`src/rtl/barrel_rotator.sv`:
```
// Registered barrel rotator: cyclically rotates a WIDTH-bit word left or
// right by 0..WIDTH-1 positions through a log2(WIDTH)-stage network, with
// the result registered for a single clock of latency.
module barrel_rotator #(
  parameter int WIDTH = 8,
  localparam int SHW = $clog2(WIDTH)
) (
  input  logic             clk,
  input  logic             rst,
  input  logic             in_valid,
  input  logic [WIDTH-1:0] X,
  input  logic [SHW-1:0]   R,
  input  logic             D,
  output logic [WIDTH-1:0] Y,
  output logic             out_valid
);

  // Fixed-distance rotate used by each stage; amt is always 1..WIDTH/2,
  // so both shift counts stay strictly inside the word.
  function automatic logic [WIDTH-1:0] rot_fixed(input logic [WIDTH-1:0] v,
                                                 input int unsigned     amt,
                                                 input logic            dir);
    logic [WIDTH-1:0] r;
    if (dir) r = (v >> amt) | (v << (WIDTH - amt));
    else     r = (v << amt) | (v >> (WIDTH - amt));
    return r;
  endfunction

  logic [WIDTH-1:0] stg [SHW+1];
  logic [WIDTH-1:0] y_d, y_q;
  logic             vld_d, vld_q;

  assign stg[0] = X;

  // Stage k rotates by 2^k when R[k] is set; direction is shared by all stages.
  for (genvar k = 0; k < SHW; k++) begin : g_stage
    assign stg[k+1] = R[k] ? rot_fixed(stg[k], 2**k, D) : stg[k];
  end

  // Next state: capture the network output on a valid sample, otherwise hold.
  always_comb begin
    y_d   = y_q;
    vld_d = in_valid;
    if (in_valid) y_d = stg[SHW];
  end

  // Output register; reset wins over any sample presented in the same cycle.
  always_ff @(posedge clk or posedge rst) begin
    if (rst) begin
      y_q   <= '0;
      vld_q <= 1'b0;
    end else begin
      y_q   <= y_d;
      vld_q <= vld_d;
    end
  end

  assign Y         = y_q;
  assign out_valid = vld_q;

endmodule

```
`config.mk`:
```
export PLATFORM = sky130hd
export DESIGN_NAME = barrel_rotator
export DESIGN_NICKNAME = d
export VERILOG_FILES = /design/src/rtl/barrel_rotator.sv
export SDC_FILE = /design/constraint.sdc
export NUM_CORES = 1
export LEC_CHECK = 0
export ABC_CLOCK_PERIOD_IN_PS = 1700
export CAP_MARGIN = 25
export CORE_MARGIN = 4
export CORE_UTILIZATION = 49
export CTS_CLUSTER_DIAMETER = 40
export DETAILED_ROUTE_END_ITERATION = 8
export PLACE_DENSITY = 0.83
export SLEW_MARGIN = 10
export SYNTH_ARGS = -nofsm -noshare
export SYNTH_HDL_FRONTEND = slang
export SYNTH_SLANG_ARGS = --single-unit
```
`constraint.sdc`:
```
create_clock -name clk -period 1.7 [get_ports clk]
set_input_delay 0.17 -clock clk [delete_from_list [all_inputs] [get_ports clk]]
set_output_delay 0.17 -clock clk [all_outputs]
set_load 0.01 [all_outputs]
```
-- Word level (Yosys, flattened, before mapping)
Cells that the tools add are included.
- mux-type cells: 5
- bitwise gates (word level): 5
- operators with widths (cell ; count):
    $mux 8 ; 5
    $or 4x8->8 ; 1
    $or 6x8->8 ; 1
    $or 7x8->8 ; 1
    $or 8x1->8 ; 1
    $or 8x2->8 ; 1
- word-level logic and storage cells: 12
- input bits: 15
- output and inout port bits: 9
- flip-flop bits (word level): 9

-- Depth between registers and ports, before layout
Gate-level depths: netlist (run 1).
- depth after elaboration: 8
- mapped depth: 6
- gate-level depth less buffers: 4

-- Worst setup path after synthesis (run 1)
No wires, ideal clock.
- path kind: input to register
- from: in D
- to: reg y_q[2], in the netlist Y[2]
- path slack: 0.644 ns
- stages: 5
- data arrival time: 0.966 ns
- library setup time: 0.090 ns
- path buffers: 1
- required time: 1.610 ns
- cell sequence: buf_6 -> nand2b_1 -> a311oi_1 -> nor3_2 -> o221ai_1
- longest elaborated chain between the ends: 7
- elaborated cells between the ends (all ways): 8
- those cells by class: mux (5); bitwise (3)
- ends and longest elaborated chain (element ; line ; text):
    start, declared ; 13 ; input logic D,
    $mux 8 ; 24 ; if (dir) r = (v >> amt) | (v << (WIDTH - amt));
    $mux 8 ; 37 ; assign stg[k+1] = R[k] ? rot_fixed(stg[k], 2**k, D) : stg[k];
    $or 8x2->8 / $or 6x8->8 (equally long branches) ; 25, 24 ;
    $mux 8 ; 24 ;
    $mux 8 (*) ; 37 ;
    $or 4x8->8 ; 24, 25 ;
    $mux 8 (*) ; 37 ;
    end signal, assigned ; 53 ; y_q <= y_d;
    end, declared ; 30 ; logic [WIDTH-1:0] y_d, y_q;
Every way passes the cells marked *; elsewhere a longest branch is shown, timed or not.
A chain may end at the register's enable or synchronous reset.

-- Worst setup path after layout (run 1)
- from: in R[0]
- to: reg y_q[7], in the netlist Y[7]
- longest elaborated chain between the ends: 6
- elaborated cells between the ends (all ways): 7
- those cells by class: mux (4); bitwise (3)
- ends and longest elaborated chain (element ; line ; text):
    start, declared ; 12 ; input logic [SHW-1:0] R,
    $mux 8 (*) ; 37 ;
    $or 8x2->8 / $or 6x8->8 (equally long branches) ; 25, 24 ;
    $mux 8 ; 24 ;
    $mux 8 (*) ; 37 ;
    $or 4x8->8 ; 24, 25 ;
    $mux 8 (*) ; 37 ;
Marked as above.

==> results of run 1 <==
## final cells by class
cell class	count	area, sq um	share of cell area, %
Multi-Input combinational cell	81	528	47.9
Timing Repair Buffer	30	295	26.8
Sequential cell	9	225	20.4
Clock buffer	4	26.3	2.38
Tap cell	16	20.0	1.82
Inverter	2	7.51	0.681
## how the worst min path moves through the flow
stage	startpoint	end	slack, ns	depth (start not counted)
2_1_floorplan	rst	Y[0]$_DFFE_PP0P_	-0.002	1
3_3_place_gp	rst	out_valid$_DFF_PP0_	0.45	2
3_5_place_dp	rst	Y[7]$_DFFE_PP0P_	0.45	2
4_1_cts	rst	Y[7]$_DFFE_PP0P_	0.17	2
5_1_grt	rst	Y[7]$_DFFE_PP0P_	0.19	2
6_report	rst	Y[7]$_DFFE_PP0P_	0.16	2
## sequential cells by signal, summed over array words and instances, names as in the netlist
name       cells
out_valid      1
Y              8
## layout by cell type, fill, tap and decap left out, drive strengths merged
cell type | netlist | layout
buf | 5 | 7
nand3 | 1 | 1
o21bai | 1 | 1
clkdlybuf4s50 | 0 | 23
nand3b | 1 | 1
nor2b | 1 | 1
a311oi | 7 | 7
a31oi | 2 | 2
o21ai | 1 | 1
mux2i | 3 | 3
nand2 | 10 | 10
o221ai | 6 | 6
a32oi | 1 | 1
inv | 2 | 2
nand2b | 16 | 16
dfrtp | 9 | 9
a21oi | 12 | 12
clkbuf | 1 | 4
and2 | 1 | 1
a41oi | 1 | 1
nor3 | 7 | 7
o22ai | 1 | 1
nor2 | 9 | 9
## synthesized netlist by cell type
cell type  count  area (sq um)
a21oi_1       12          60.1
a311oi_1       5          43.8
a311oi_2       2          30.0
a31oi_1        2          12.5
a32oi_1        1          8.76
a41oi_1        1          8.76
and2_1         1          6.26
buf_12         1          20.0
buf_2          3          15.0
buf_6          1          11.3
clkbuf_1       1          3.75
dfrtp_1        9           225
inv_1          2          7.51
mux2i_1        3          30.0
nand2_1        5          18.8
nand2_2        5          31.3
nand2b_1      15          93.8
nand2b_2       1          8.76
nand3_1        1          5.00
nand3b_1       1          7.51
nor2_1         9          33.8
nor2b_1        1          6.26
nor3_1         5          25.0
nor3_2         2          20.0
o21ai_1        1          5.00
o21bai_1       1          7.51
o221ai_1       5          43.8
o221ai_2       1          15.0
o22ai_1        1          6.26
## cell families after synthesis
family	Yosys count
and+or+nand+nor	46
buffers and inverters	8
muxes	3
DFF	9
AOI/OAI and AO/OA	32
## report_power, final
| part | internal, W | leakage, nW | switching, W |
|---|---|---|---|
| sequential | 0.000242 | 0.109 | 0.0000169 |
| combinational | 0.000146 | 0.306 | 0.000134 |
| clock | 0.0000903 | 0.0150 | 0.0000725 |
| total | 0.000479 | 0.430 | 0.000224 |
## through the flow
stage	hold WS, ns	utilization (%)	instance area, sq um	worst slack [ns]
global placement	0.448	69.8	1080	0.0192
floorplan	-0.00208	-	811	0.644
global route	0.187	71.5	1100	0.0469
detailed placement	0.452	69.8	1080	-0.0800
CTS	0.167	71.5	1100	0.198
finish	0.161	71.5	1100	0.188
## routing by layer
| metal | vias to the layer above | routed length [microns] | share of wire [%] | GRT usage [%] |
|---|---|---|---|---|
| met5 | - | 0 | 0 | 0 |
| met4 | 0 | 3 | 0.14 | 3.14 |
| met3 | 2 | 160 | 7.4 | 5.52 |
| met2 | 47 | 1080 | 50 | 30.7 |
| met1 | 429 | 930 | 43 | 26.8 |
| li1 | 420 | - | - | - |
==> metrics.txt, run 1 <==
post-route ant nets=0; synthesized net count=113; CTS Root Cell=clkbuf_4; Seq/Total Area, Yosys=between 20% and 30%; VDD IR-drop max=between 0.5 and 0.6 mV; total power=0.000703 W; Final Non-Filler Cells=142; DR pass1 iterations=5; Clk pin slew, worst setup/hold paths=0.06 ns; H-Tree Depth=1; RSZ-0062 raised after global routing=no; R2R setup slack=a little under 1 ns; Area Growth Syn to Fin=36.0%; Hold Vio Cnt, Final=0; synthesized instance count=between 90 and 100; later-pin clock latency in the skew report=0.25 ns; delay of the slowest cell on the worst path=0.51 ns; CTS tree=built; fmax=between 600 and 700 MHz; Synth cell types=29; DR vias/cell=about 6.3; mapped cell area=around 810 sq um; Leakage=approximately 0.43 nW; die area=~0.0024 sq mm; number of fill cells=approximately 110; #FFs+latches synth=9; Bufs on Longest Clock Path=2; YS warnings=0; final worst clock skew=0 ns; GRT Resource Usage Total=between 10% and 20%; Worst EP arrival=about 1.7 ns; setup TNS=0 ns; DIE WIDTH=between 40 and 50 microns; drt drc=0; largest family of logic cells by synthesized area=simple AND/OR/NAND/NOR gates; period utilization=roughly nine tenths; worst-margin pin slew=approximately 0.33 ns; Final setup viols=0; CP delay by family, top=buffers and inverters; wire length per cell=about 15 microns; largest net degree at the start of global routing=20; complex-gate fraction of the synthesized area=slightly below 30%; worst r2r dst=Y[5]$_DFFE_PP0P_; Slew Viols, Final=0; share of cells above drive strength 1=between 15 and 20%; crit-path max FO=13; Ant. Diodes=0; min-delay worst type=input port to asynchronous set/reset pin; FP Rows=14; mux cell area share after synthesis=3.70%; Buf/Inv on CP=2; Synth Area in Adders=0%; I/O Pins=24; crit end category=register; nets=between 100 and 150; Core ar.=between 0.0015 and 0.002 sq mm; r2r worst-path depth=2; status=completed; initial core utilization=a little over half; worst setup path end=Y[7]$_DFFE_PP0P_; Crit-path slowest cell=clkdlybuf4s50_1; max cap viols=0; hpwl dp=~1700 microns; Post-Syn Area per Cell=8.27 sq um; PD cells=between 600 and 700 mW/mm^2; gpl congestion=about 1.0; Hold-fix buffers, CTS=0; Port Buffers=23; GRT overflow=0; post-synthesis xor/xnor area fraction=0%; Worst Setup SP=R[0]; vias in the first global route=roughly 840; startpoint types=input port; R2R Path Start=Y[5]$_DFFE_PP0P_; min cycle time layout=roughly 1.5 ns; Critical Path RT=between 1.5 and 2 ns; CTS Buf Count=3; cts repair resizes=0; Post-CTS Setup Repair Bufs=0; die height=slightly below 50 microns; Routed WL=approximately 2200 microns; crit path kind=input port to register; initial antenna violation count=0; Crit path depth=6; via count=about 900; first-pass GRT wire length=3840 microns; crit-path cells=clkdlybuf4s50_1, buf_4, nand2_1, o22ai_1, o21ai_1, a31oi_1; Rel. slew slack=77.7%; placed insts=between 100 and 150; clock sinks=9; simple-gate share of the synthesized area=a little under a third; Initial DRC Count=36
No activity file was read; power rests on OpenSTA's default activity.
==> inputs of run 2 (changes only) <==
--- a/config.mk
+++ b/config.mk
@@ -7,11 +7,13 @@
 export LEC_CHECK = 0
 export ABC_CLOCK_PERIOD_IN_PS = 1700
 export CAP_MARGIN = 25
+export CELL_PAD_IN_SITES_DETAIL_PLACEMENT = 1
+export CELL_PAD_IN_SITES_GLOBAL_PLACEMENT = 2
 export CORE_MARGIN = 4
-export CORE_UTILIZATION = 49
+export CORE_UTILIZATION = 28
 export CTS_CLUSTER_DIAMETER = 40
 export DETAILED_ROUTE_END_ITERATION = 8
-export PLACE_DENSITY = 0.83
+export PLACE_DENSITY_LB_ADDON = 0.1
 export SLEW_MARGIN = 10
 export SYNTH_ARGS = -nofsm -noshare
 export SYNTH_HDL_FRONTEND = slang
==> run 2 against run 1 <==
Compared with the run above:
- clock skew is the same
- largest cell class unchanged
- critical endpoint is now Y[3]$_DFFE_PP0P_
- combinational power increased by 4%
- final cell count grew 12%
- critical path type unchanged
==> metrics.txt, run 2 (synthesis gave the netlist of run 1 again) <==
M1 GR Usage=21.0% (-5.8 points); CTS Buf Count=3 (unchanged); most frequent cells in the layout=23 x clkdlybuf4s50_1, 15 x nand2b_1, 12 x a21oi_1; post-route ant nets=0 (unchanged); RSZ-0062 raised after global routing=no; I/O Pins=24 (unchanged); R2R Path Start=Y[4]$_DFFE_PP0P_; Core ar.=0.00276 sq mm (+79%); Post-CTS Setup Repair Bufs=0 (unchanged); gpl congestion=0.826 (-18%); DIE WIDTH=61.8 microns (+27%); H-Tree Depth=1 (unchanged); wire length per cell=16.8 microns (+9.4%); die height=61.8 microns (+27%); most utilized layer in the global route result=met2; Ant. Diodes=0 (unchanged); R2R setup slack=0.98 ns (about the same); Final Cell Area=0.00114 sq mm (+3.2%); crit-path max FO=7 (-6); Initial DRC Count=15 (-58%); drt drc=0 (unchanged); Crit-path slowest cell=clkdlybuf4s50_1; largest net degree at the start of global routing=20 (unchanged); total power=0.000715 W (+1.8%); startpoint types=input port; Clk pin slew, worst setup/hold paths=0.07 ns (about the same); initial core utilization=29.4% (-23 points); worst r2r dst=Y[4]$_DFFE_PP0P_; final worst setup slack=0.210 ns (+0.0217 ns); DR pass1 iterations=4 (-1); Post-Place Setup Slack=-0.0765 ns (+0.00343 ns); Hold Vio Cnt, Final=0 (unchanged); via count=898 (unchanged); Rel. slew slack=76.8% (-0.83 points); vias in the first global route=867 (+3.6%); DR vias/cell=5.65 (-11%); PD cells=629 mW/mm^2 (-1.3%); commonest non-fill, non-tap cell in the layout=clkdlybuf4s50_1; share of cells above drive strength 1=18.8% (+2.1 points); CTS tree=built; M2 GR Usage=23.6% (-7.0 points); Hold-fix buffers, CTS=0 (unchanged); hpwl dp=2180 microns (+28%); Bufs on Longest Clock Path=2 (unchanged); Critical Path RT=1.88 ns (about the same); Routed WL=2660 microns (+22%); min-delay worst type=input port to asynchronous set/reset pin; max cap viols=0 (unchanged); Slew Viols, Final=0 (unchanged); final worst clock skew=0 ns (unchanged); min cycle time layout=1.49 ns (-0.0217 ns); later-pin clock latency in the skew report=0.27 ns (+0.02 ns); status=completed; dpl cell area=0.00111 sq mm (+3.1%); Area Growth Syn to Fin=40.3%; first-pass GRT wire length=4200 microns (+9.3%); clock sinks=9 (unchanged); max FFs per register=8 (unchanged); CTS Root Cell=clkbuf_4; FP Rows=19 (+5); die area=0.00382 sq mm (+61%); period utilization=87.7% (-1.3 points); r2r worst-path depth=2 (unchanged); initial antenna violation count=0 (unchanged); fmax=671 MHz (+1.5%); Port Buffers=23 (unchanged); crit path kind=input port to register; Worst EP arrival=1.67 ns (about the same); Final setup viols=0 (unchanged); cts repair resizes=0 (unchanged); GRT Resource Usage Total=15.2% (-4.2 points); crit end category=register; nets=144 (+1.4%); met3 usage=3.31% (-2.2 points); Leakage=0.442 nW (+2.8%); crit-path cells=clkdlybuf4s50_1, nand2_1, o22ai_1, o21bai_1, a31oi_1; VDD IR-drop max=0.490 mV (-5.6%); delay of the slowest cell on the worst path=0.61 ns (+0.10 ns); worst-margin pin slew=0.345 ns (+0.0127 ns); GRT overflow=0 (unchanged)
## run 2: power breakdown
part           internal (W)  switching, W
Sequential         0.000242     0.0000153
Clock             0.0000868     0.0000803
Combinational      0.000149      0.000142
Total              0.000478      0.000237
## run 2: through the flow
stage	setup TNS (ns)	cells	hold WS, ns	util [%]
2_1_floorplan	0	98	-0.00208	-
3_3_place_gp	-0.240	155	0.456	40.2
3_5_place_dp	-0.200	155	0.471	40.2
4_1_cts	0	159	0.175	41.2
5_1_grt	0	159	0.179	41.2
6_report	0	159	0.163	41.2
## run 2: how the worst max path moves through the flow
stage / start / end / slack [ns]
3_5_place_dp: D / Y[4]$_DFFE_PP0P_ / -0.08
3_3_place_gp: R[0] / Y[5]$_DFFE_PP0P_ / -0.06
4_1_cts: D / Y[4]$_DFFE_PP0P_ / 0.23
5_1_grt: D / Y[4]$_DFFE_PP0P_ / 0.11
6_report: R[0] / Y[3]$_DFFE_PP0P_ / 0.21
2_1_floorplan: D / Y[2]$_DFFE_PP0P_ / 0.64
## run 2: cell type report
type                    instances  area [sq um]
clock buffers                   3          22.5
clock inverters                 1          5.00
fillers                       328          1620
inverters                       2          7.51
multi-input cells              81           528
flip-flops and latches          9           225
well taps                      31          38.8
repair buffers                 32           310
## run 2: worst max-delay path: cells and delay by family
family / cells / cell delay, ns
AOI/OAI and AO/OA: 3 / 0.64
buffers and inverters: 1 / 0.61
and+or+nand+nor: 1 / 0.25
## run 2: metal layers
metal / vias to the layer above / share of wire, %
li1: 429 / -
met1: 441 / 47
met2: 24 / 47
met3: 4 / 3.6
met4: 0 / 1.5
met5: - / 0
